`src/rtl/keypad_encoder_db.sv`:
```
// keypad_encoder_db: synchronised, debounced keypad encoder with a one-cycle
// keystrobe per accepted press and optional auto-repeat while a key is held.
// Snapshots with more than one key pressed encode to the all-ones ERR_CODE
// and never auto-repeat.
module keypad_encoder_db #(
  parameter int NUM_KEYS        = 13,
  parameter int CODE_W          = 4,
  parameter int SYNC_STAGES     = 2,
  parameter int DEBOUNCE_CYCLES = 4,
  parameter int REPEAT_DELAY    = 500,
  parameter int REPEAT_PERIOD   = 100
) (
  input  logic                clk,
  input  logic                rst,
  input  logic [NUM_KEYS-1:0] keypad,
  input  logic                repeat_en,
  output logic [CODE_W-1:0]   keycode,
  output logic                keystrobe,
  output logic                key_valid,
  output logic                multi_key
);

  localparam logic [CODE_W-1:0]   ERR_CODE = {CODE_W{1'b1}};
  localparam logic [NUM_KEYS-1:0] ONE_V    = NUM_KEYS'(1);
  localparam int                  CNT_W    = (DEBOUNCE_CYCLES > 1) ? $clog2(DEBOUNCE_CYCLES) : 1;
  localparam logic [CNT_W-1:0]    CNT_LAST = CNT_W'(DEBOUNCE_CYCLES - 1);
  localparam int                  RMAX     = (REPEAT_DELAY > REPEAT_PERIOD) ? REPEAT_DELAY : REPEAT_PERIOD;
  localparam int                  RCNT_W   = $clog2(RMAX + 1);
  localparam logic [RCNT_W-1:0]   DELAY_V  = RCNT_W'(REPEAT_DELAY);
  localparam logic [RCNT_W-1:0]   PERIOD_V = RCNT_W'(REPEAT_PERIOD);

  typedef enum logic [1:0] {
    ST_IDLE     = 2'd0,
    ST_DEBOUNCE = 2'd1,
    ST_HELD     = 2'd2,
    ST_RELEASE  = 2'd3
  } state_t;

  // True when exactly one key bit is set.
  function automatic logic is_onehot(input logic [NUM_KEYS-1:0] v);
    return (v != '0) && ((v & (v - ONE_V)) == '0);
  endfunction

  // Binary index of a one-hot snapshot; ERR_CODE for anything else.
  function automatic logic [CODE_W-1:0] encode(input logic [NUM_KEYS-1:0] v);
    logic [CODE_W-1:0] code;
    code = '0;
    for (int i = 0; i < NUM_KEYS; i++) begin
      code = code | (v[i] ? CODE_W'(i) : {CODE_W{1'b0}});
    end
    return is_onehot(v) ? code : ERR_CODE;
  endfunction

  logic [NUM_KEYS-1:0] sync_q [SYNC_STAGES];
  logic [NUM_KEYS-1:0] sync_d [SYNC_STAGES];
  state_t              state_q, state_d;
  logic [NUM_KEYS-1:0] snap_q, snap_d;
  logic [CNT_W-1:0]    cnt_q, cnt_d;
  logic [RCNT_W-1:0]   rcnt_q, rcnt_d;
  logic                phase_q, phase_d;     // 0: waiting for first repeat, 1: periodic
  logic [CODE_W-1:0]   keycode_q, keycode_d;
  logic                keystrobe_q, keystrobe_d;
  logic                key_valid_q, key_valid_d;
  logic                multi_key_q, multi_key_d;

  logic [NUM_KEYS-1:0] sync;
  logic                sync_zero;
  logic                sync_same;
  logic [RCNT_W-1:0]   rcnt_inc;
  logic [RCNT_W-1:0]   rcnt_target;

  assign sync        = sync_q[SYNC_STAGES-1];
  assign sync_zero   = (sync == '0);
  assign sync_same   = (sync == snap_q);
  assign rcnt_inc    = rcnt_q + RCNT_W'(1);
  assign rcnt_target = phase_q ? PERIOD_V : DELAY_V;

  // Synchroniser chain: each stage takes the previous one, stage 0 takes the raw pins.
  always_comb begin
    sync_d[0] = keypad;
    for (int i = 1; i < SYNC_STAGES; i++) begin
      sync_d[i] = sync_q[i-1];
    end
  end

  // Next-state and output decode for the debounce / hold / release FSM.
  always_comb begin
    state_d     = state_q;
    snap_d      = snap_q;
    cnt_d       = cnt_q;
    rcnt_d      = rcnt_q;
    phase_d     = phase_q;
    keycode_d   = keycode_q;
    keystrobe_d = 1'b0;
    key_valid_d = key_valid_q;
    multi_key_d = multi_key_q;

    case (state_q)
      ST_IDLE: begin
        if (!sync_zero) begin
          snap_d  = sync;
          cnt_d   = '0;
          state_d = ST_DEBOUNCE;
        end else begin
          state_d = ST_IDLE;
        end
      end

      ST_DEBOUNCE: begin
        if (!sync_same) begin
          if (sync_zero) begin
            state_d = ST_IDLE;
          end else begin
            snap_d = sync;
            cnt_d  = '0;
          end
        end else if (cnt_q == CNT_LAST) begin
          state_d     = ST_HELD;
          keycode_d   = encode(snap_q);
          keystrobe_d = 1'b1;
          key_valid_d = 1'b1;
          multi_key_d = !is_onehot(snap_q);
          rcnt_d      = '0;
          phase_d     = 1'b0;
        end else begin
          cnt_d = cnt_q + CNT_W'(1);
        end
      end

      ST_HELD: begin
        if (sync_same) begin
          if (repeat_en && is_onehot(snap_q)) begin
            if (rcnt_inc == rcnt_target) begin
              // Guard keeps strobes from ever touching back to back.
              keystrobe_d = !keystrobe_q;
              rcnt_d      = '0;
              phase_d     = 1'b1;
            end else begin
              rcnt_d = rcnt_inc;
            end
          end else if (!repeat_en) begin
            rcnt_d  = '0;
            phase_d = 1'b0;
          end else begin
            rcnt_d = rcnt_q;
          end
        end else if (sync_zero) begin
          state_d = ST_RELEASE;
          cnt_d   = '0;
        end else begin
          key_valid_d = 1'b0;
          keycode_d   = '0;
          multi_key_d = 1'b0;
          snap_d      = sync;
          cnt_d       = '0;
          state_d     = ST_DEBOUNCE;
        end
      end

      ST_RELEASE: begin
        if (sync_zero) begin
          if (cnt_q == CNT_LAST) begin
            state_d     = ST_IDLE;
            keycode_d   = '0;
            key_valid_d = 1'b0;
            multi_key_d = 1'b0;
          end else begin
            cnt_d = cnt_q + CNT_W'(1);
          end
        end else if (sync_same) begin
          // Release bounce: resume holding without a new strobe.
          state_d = ST_HELD;
        end else begin
          key_valid_d = 1'b0;
          keycode_d   = '0;
          multi_key_d = 1'b0;
          snap_d      = sync;
          cnt_d       = '0;
          state_d     = ST_DEBOUNCE;
        end
      end

      default: begin
        state_d     = ST_IDLE;
        keycode_d   = '0;
        key_valid_d = 1'b0;
        multi_key_d = 1'b0;
      end
    endcase
  end

  // State, synchroniser and output registers with synchronous reset.
  always_ff @(posedge clk) begin
    if (rst) begin
      for (int i = 0; i < SYNC_STAGES; i++) begin
        sync_q[i] <= '0;
      end
      state_q     <= ST_IDLE;
      snap_q      <= '0;
      cnt_q       <= '0;
      rcnt_q      <= '0;
      phase_q     <= 1'b0;
      keycode_q   <= '0;
      keystrobe_q <= 1'b0;
      key_valid_q <= 1'b0;
      multi_key_q <= 1'b0;
    end else begin
      for (int i = 0; i < SYNC_STAGES; i++) begin
        sync_q[i] <= sync_d[i];
      end
      state_q     <= state_d;
      snap_q      <= snap_d;
      cnt_q       <= cnt_d;
      rcnt_q      <= rcnt_d;
      phase_q     <= phase_d;
      keycode_q   <= keycode_d;
      keystrobe_q <= keystrobe_d;
      key_valid_q <= key_valid_d;
      multi_key_q <= multi_key_d;
    end
  end

  assign keycode   = keycode_q;
  assign keystrobe = keystrobe_q;
  assign key_valid = key_valid_q;
  assign multi_key = multi_key_q;

endmodule

```
`config.mk`:
```
export PLATFORM = sky130hd
export DESIGN_NAME = keypad_encoder_db
export DESIGN_NICKNAME = d
export VERILOG_FILES = /design/src/rtl/keypad_encoder_db.sv
export SDC_FILE = /design/constraint.sdc
export NUM_CORES = 1
export LEC_CHECK = 0
export BUFFER_PORTS_ARGS = -buffer_cell sky130_fd_sc_hd__buf_2
export CORE_MARGIN = 2
export CORE_UTILIZATION = 40
export CTS_BUF_LIST = sky130_fd_sc_hd__clkbuf_4 sky130_fd_sc_hd__clkbuf_8 sky130_fd_sc_hd__clkbuf_16
export CTS_CLUSTER_SIZE = 12
export DETAILED_ROUTE_END_ITERATION = 8
export GPL_TIMING_DRIVEN = 0
export PLACE_DENSITY = 0.61
export SETUP_SLACK_MARGIN = 0.1
export SLEW_MARGIN = 20
export SYNTH_ARGS = -nofsm -noshare
export SYNTH_HDL_FRONTEND = slang
export SYNTH_SLANG_ARGS = --single-unit
```
`constraint.sdc`:
```
create_clock -name clk -period 4.32 [get_ports clk]
set_clock_uncertainty 0.2 [all_clocks]
set_input_delay 0.216 -clock clk [delete_from_list [all_inputs] [get_ports clk]]
set_output_delay 0.216 -clock clk [all_outputs]
set_load 0.03 [all_outputs]
```
==> flow_summary.ini, run 1 <==
[logic_synthesis]
yosys.area.top_type = dfxtp_1
synth-edff-count = 0
ys_top_cells_by_count = dfxtp_1 (60), nor2_1 (32), nor2b_1 (27)
netlist_area_um2 = 2816
seq_area_frac_synth_pct = 42.65
avgSynthCellArea_um2 = 9.056
syn-instance-count = 311
async_flop_share_pct = 0
synth_most_common_cell = dfxtp_1
ys_top_cells_by_area = dfxtp_1 (43%), nor2b_1 (6.0%), mux2i_1 (5.0%), nor2_1 (4.3%), xor2_1 (3.4%)
ys_seq_elements = 60
synth_top_area_share_pct = 42.65
ys_types = 52
syn-num-nets = 332
synth-main-ff-cell = dfxtp_1
yosys_warnings = 0

[clock_tree]
cts_resized = 0
cts_buffer_depth = 2
htree_num_levels = 3
cts_buffers = 9
cts_tree = yes
cts-root-buf = clkbuf_8
clkLatencyLatePin_ns = 0.34
clkSinkCount = 60
path_clk_slew_ns = 0.08

[grt]
grt_max_degree = 13
grt_pass1_vias = 2124
grt_use_total_pct = 16.18
antenna_found_initial = 0
grt-ovfl-total = 0
grt_pass1_wl_mm = 9.729

[timing]
slew_violations = 0
tns_ns = 0
timing.final.crit_period_ns = 3.177
hold_violations = 0
worst_pin_slew_ns = 0.7472
rsz0062_at_grt = false
finalCritPeriodShare_pct = 73.54
clock.fmax_ghz = 0.3148
slew_headroom_pct = 49.73
setup_viol = 0

[worst_setup_path]
rrSetupSlack_ns = 1.14
crit_type = reg -> reg
crit_arrival_ns = 3.25
cp.required_ns = 4.39
path_max_fanout = 7
worstSetupStartpointType = flip-flop
worstSetupEndpointType = flip-flop

[detailed_routing]
routed_via_density = 5.070
drcViolationCount = 0
drtAntennaViolNets = 0
wl_mm = 5.670
wl_per_cell_um = 12.38
first_pass_iters = 4
drt_iter0_drc = 105
num_vias = 2322

[run]
drv_cap = 0

[floorplanning]
core-area_um2 = 6794
initial_core_util_pct = 41.45
ios = 23
num_rows = 30
die_h_um = 87.91
dieWidth_um = 87.91
dieArea_um2 = 7728

[worst_hold_path]
hold_class = in -> reg

[place]
place_area_um2 = 3047
portBuffers = 22
gp_congestion = 0.8581
dp_hpwl_mm = 4.131
dp.cells = 429

[layout]
finish.instance_area_um2 = 3377
antenna_cells = 0
drive_above_1_share_pct = 15.19
nets = 378
instances_no_fill = 458
area_growth_syn_to_layout_pct = 19.90

[power]
peakVddDrop_v = 0.0002295
power.leakage_nw = 1.358
powerDensity_nw_per_um2 = 378.1

[run_status]
status = finished clean
sequential cells by signal, summed over array words and instances (netlist names):
| signal | cells |
|---|---|
| sync_q | 26 |
| snap_q | 13 |
| rcnt_q | 9 |
| keycode | 4 |
| cnt_q | 2 |
| state_q | 2 |
| key_valid | 1 |
| keystrobe | 1 |
| multi_key | 1 |
| phase_q | 1 |
layout by cell type, fill, tap and decap left out, drive strengths merged, types with 3 or more instances in the layout:
master       netlist  layout
nand3              8       8
a21oi              7       7
clkinv             0       3
dfxtp             60      60
nand4              6       6
nor2b             27      27
or4                3       3
a2111oi            3       3
dlygate4sd3        0      13
ha                 5       5
nor4               8       8
o2bb2ai            4       4
nor3              11      11
clkbuf             9      18
or3                6       6
a21o               4       4
o21ai             18      18
inv               12      13
mux2i             14      14
xnor2              4       4
xor2              11      11
nor2              32      32
o211a              3       3
and2               3       3
nand2             19      19
buf                2      24
a211oi             4       4
logic make-up after synthesis:
group | Yosys count | synth area share [%]
AOI/OAI and AO/OA | 63 | 17.68
xor gates and xnor gates | 15 | 4.664
adders and majority gates | 5 | 2.221
buffers and inverters | 23 | 3.420
DFF | 60 | 42.65
muxes | 14 | 4.975
and+or+nand+nor | 131 | 24.39
critical path, cell delays in order (launching register included):
cell and delay, ns:
dfxtp_1 0.40, nor4_1 0.69, nor4b_1 0.28, o21ai_0 0.15, or3_1 0.41, a211o_1 0.35
or3_1 0.34, buf_6 0.16, o2bb2ai_2 0.12
per-stage QoR:
stage,hold WS (ns),total power [mW],setup WS [ns],util [%]
2_1_floorplan,0.1442,0.7350,1.440,-
3_3_place_gp,0.2199,0.7783,1.194,44.84
3_5_place_dp,0.2233,0.7800,1.181,44.84
4_1_cts,0.08642,1.289,1.145,49.71
5_1_grt,0.1368,1.336,0.8581,49.71
6_report,0.09644,1.277,1.143,49.71
power by group:
| part | switching [mW] | internal (mW) | leakage, nW | total [mW] |
|---|---|---|---|---|
| clock | 0.230 | 0.269 | 0.0958 | 0.499 |
| sequential | 0.0168 | 0.572 | 0.490 | 0.589 |
| combinational | 0.109 | 0.0806 | 0.772 | 0.190 |
path summary, 6_finish.rpt:
| path | from | to | cells after the start |
|---|---|---|---|
| worst max-delay path | snap_q[5]$_SDFFE_PP0P_ | rcnt_q[2]$_SDFFE_PP0P_ | 8 |
| worst min-delay path | repeat_en | phase_q$_SDFFE_PP0P_ | 4 |
| worst max register to register | snap_q[5]$_SDFFE_PP0P_ | rcnt_q[2]$_SDFFE_PP0P_ | 8 |
| worst min register to register | sync_q[0][2]$_SDFF_PP0_ | sync_q[0][15]$_SDFF_PP0_ | 1 |
final cells by class:
cell class	count	area (um2)
fillers	666	3417
repair buffers	35	240.2
clock buffers	9	123.9
clock inverters	7	76.32
well taps	96	120.1
inverters	12	45.04
flip-flops and latches	60	1201
plain buffers	11	51.30
multi-input cells	228	1519
per-layer routing:
layer	global-route usage (%)	part of all wire, %	vias up
met2	25.76	44	51
li1	-	-	1204
met5	0	0	-
met4	7.972	2.3	0
met3	3.110	3.6	11
met1	21.01	50	1056
timing repair:
item | 4_1_cts | 5_1_grt
hold endpoints to repair | 13 | 0
setup endpoints to repair | 0 | 0
hold buffers | 13 | 0
setup buffers | 0 | 0
No activity file was read; power rests on OpenSTA's default activity.
==> run 2: changes to the inputs <==
PLACE_DENSITY = 0.63   (was 0.61)
clock period = 2.8 ns   (was 4.32 ns; I/O delays follow)
==> run 2 against run 1 <==
Compared with the run above:
- the run now ends with setup timing left
- count of clock-buffer cells in the layout unchanged
- via count up 3.4%
- clock power increased by 61%
- maximum frequency up 9.8%
- total power rose by 62%
- sequential power grew 54%
- routed wire length rose by 8.8%
- first-iteration DRC count up 22%
- hold slack worse by 0.036 ns
- largest cell class unchanged
==> flow_summary.ini, run 2 (synthesis results as in run 1) <==
[layout]
layout_commonest_cell = dfxtp_1
instances_no_fill = 464
area_growth_syn_to_layout_pct = 26.92
largest_reg_flops = 26
layout_common_cells = dfxtp_1 (54), nor2_1 (29), nor2b_1 (27), buf_2 (22), nand2_1 (19)
drive_above_1_share_pct = 22.83
regMostFlops = sync_q
reg_top3 = sync_q x26, snap_q x13, rcnt_q x9
fillers = 623
antenna_cells = 0
nets = 384

[power]
combPwrFrac_pct = 17.2
power.leakage_nw = 1.437
powerDensity_nw_per_um2 = 579.2
power_frac_clock_pct = 38.9
peakVddDrop_v = 0.0003365
seq_power_share_pct = 43.9
internal-power_mw = 1.466
swShare_pct = 29.18
net-switching-power_uw = 604.2
p_total_mw = 2.071

[grt]
grt-ovfl-total = 0
grt_use_total_pct = 17.05
antenna_found_initial = 0
grt_max_degree = 14
grt_pass1_wl_mm = 10.08
grt_pass1_vias = 2191

[floorplanning]
die_h_um = 87.91
ios = 23
dieArea_um2 = 7728
dieWidth_um = 87.91
num_rows = 30
core-area_um2 = 6794
initial_core_util_pct = 41.45

[worst_setup_path]
r2r_end = rcnt_q[2]$_SDFFE_PP0P_
path_buf_inv = 1
path_max_fanout = 7
cp.required_ns = 2.88
cp_slowest_cell = or4_4
crit_arrival_ns = 2.97
path_depth = 8
crit_top_cell = or3_4
worst_r2r_path_depth = 8
rrSetupSlack_ns = -0.09
path_cells = or4_4 -> a2111oi_4 -> nor3_2 -> or3_4 -> a211o_1 -> or3_4 -> buf_8 -> o2bb2ai_2
worstSetupEndpointType = flip-flop
crit_family = simple AND/OR/NAND/NOR gates
crit_type = reg -> reg
worstSetupStartpointType = flip-flop
rr_startpoint = snap_q[3]$_SDFFE_PP0P_
cp_slowest_stage_delay_ns = 0.60

[timing]
slew_headroom_pct = 63.64
tns_ns = -0.4927
hold_violations = 0
finalCritPeriodShare_pct = 103.4
fin_ws_ns = -0.09383
rsz0062_at_grt = true
setup_viol = 9
worst_pin_slew_ns = 0.5413
timing.final.crit_period_ns = 2.894
clock.fmax_ghz = 0.3456
slew_violations = 0

[detailed_routing]
num_vias = 2402
drcViolationCount = 0
routed_via_density = 5.177
drtAntennaViolNets = 0
wl_mm = 6.167
drt_iter0_drc = 128
wl_per_cell_um = 13.29
first_pass_iters = 4

[run]
drv_cap = 0

[place]
portBuffers = 22
dp.cells = 429
pre_cts_slack_ns = -0.3372
dp_hpwl_mm = 4.223
gp_congestion = 0.8558

[clock_tree]
clkLatencyLatePin_ns = 0.34
cts_buffers = 9
cts-root-buf = clkbuf_8
cts_tree = yes
clkSinkCount = 60
path_clk_slew_ns = 0.07
cts_buffer_depth = 2
htree_num_levels = 3

[worst_hold_path]
hold_end = keycode[0]$_SDFFE_PP0P_
hold_class = in -> reg
holdPathStages = 3
min_from = rst

[run_status]
status = finished with violations
violations = setup timing
==> run 2: changes by cell type in the layout (fill, tap and decap cells not counted), sizes merged <==
cell	before	now
buf	24	30
clkbuf	18	17
clkinv	3	1
clkinvlp	2	1
dlygate4sd3	13	14
inv	13	16
==> run 2: how the worst max path moves through the flow <==
stage / start / endpoint / slack (ns)
2_1_floorplan: snap_q[2]$_SDFFE_PP0P_ / rcnt_q[2]$_SDFFE_PP0P_ / 0.06
3_3_place_gp: snap_q[5]$_SDFFE_PP0P_ / rcnt_q[2]$_SDFFE_PP0P_ / -0.30
3_5_place_dp: snap_q[5]$_SDFFE_PP0P_ / rcnt_q[2]$_SDFFE_PP0P_ / -0.34
4_1_cts: snap_q[1]$_SDFFE_PP0P_ / rcnt_q[2]$_SDFFE_PP0P_ / -0.09
5_1_grt: snap_q[3]$_SDFFE_PP0P_ / rcnt_q[2]$_SDFFE_PP0P_ / -0.18
6_report: snap_q[3]$_SDFFE_PP0P_ / rcnt_q[2]$_SDFFE_PP0P_ / -0.09
==> run 2: routing by layer <==
| metal | part of all wire (%) | wire length [um] | vias up | global-route usage [%] |
|---|---|---|---|---|
| li1 | - | - | 1221 | - |
| met1 | 48 | 2945 | 1114 | 22.07 |
| met2 | 46 | 2865 | 58 | 26.24 |
| met3 | 4.1 | 255 | 9 | 4.053 |
| met4 | 1.6 | 100 | 0 | 9.231 |
| met5 | 0 | 0 | - | 0 |
==> run 2: final cells by class <==
cell class	instances	area (um2)	share of cell area [%]
inverters	12	45.04	1.260
flip-flops and latches	60	1214	33.95
plain buffers	10	53.80	1.505
clock inverters	7	81.33	2.275
multi-input cells	228	1642	45.92
repair buffers	42	295.3	8.260
clock buffers	9	123.9	3.465
well taps	96	120.1	3.360
==> run 2: repair_timing <==
item	4_1_cts	5_1_grt
setup endpoints to repair	24	27
pin swaps	2	2
endpoints found under the hold margin	14	0
buffers inserted	4	2
hold buffers	14	0
resized for setup	10	18
==> run 2: tightest hold or removal path, stage by stage <==
cell and delay (ns):
buf_2 0.19, nor3_2 0.11, o2bb2ai_1 0.12
==> run 2: power by group through the flow <==
| stage | registers (mW) | clock network, mW | logic, mW |
|---|---|---|---|
| floorplan | 0.922 | 0 | 0.219 |
| global placement | 0.928 | 0 | 0.279 |
| detailed placement | 0.929 | 0 | 0.281 |
| CTS | 0.909 | 0.823 | 0.314 |
| global route | 0.914 | 0.860 | 0.389 |
| finish | 0.910 | 0.805 | 0.356 |
==> run 2: per-stage QoR <==
step                cell area, um2  hold slack, ns  util (%)
detailed placement            3072          0.1516     45.21
global placement              3072          0.1490     45.21
global route                  3575         0.08451     52.62
CTS                           3478         0.02578     51.20
floorplan                     2841         0.06818         -
finish                        3575         0.06075     52.62
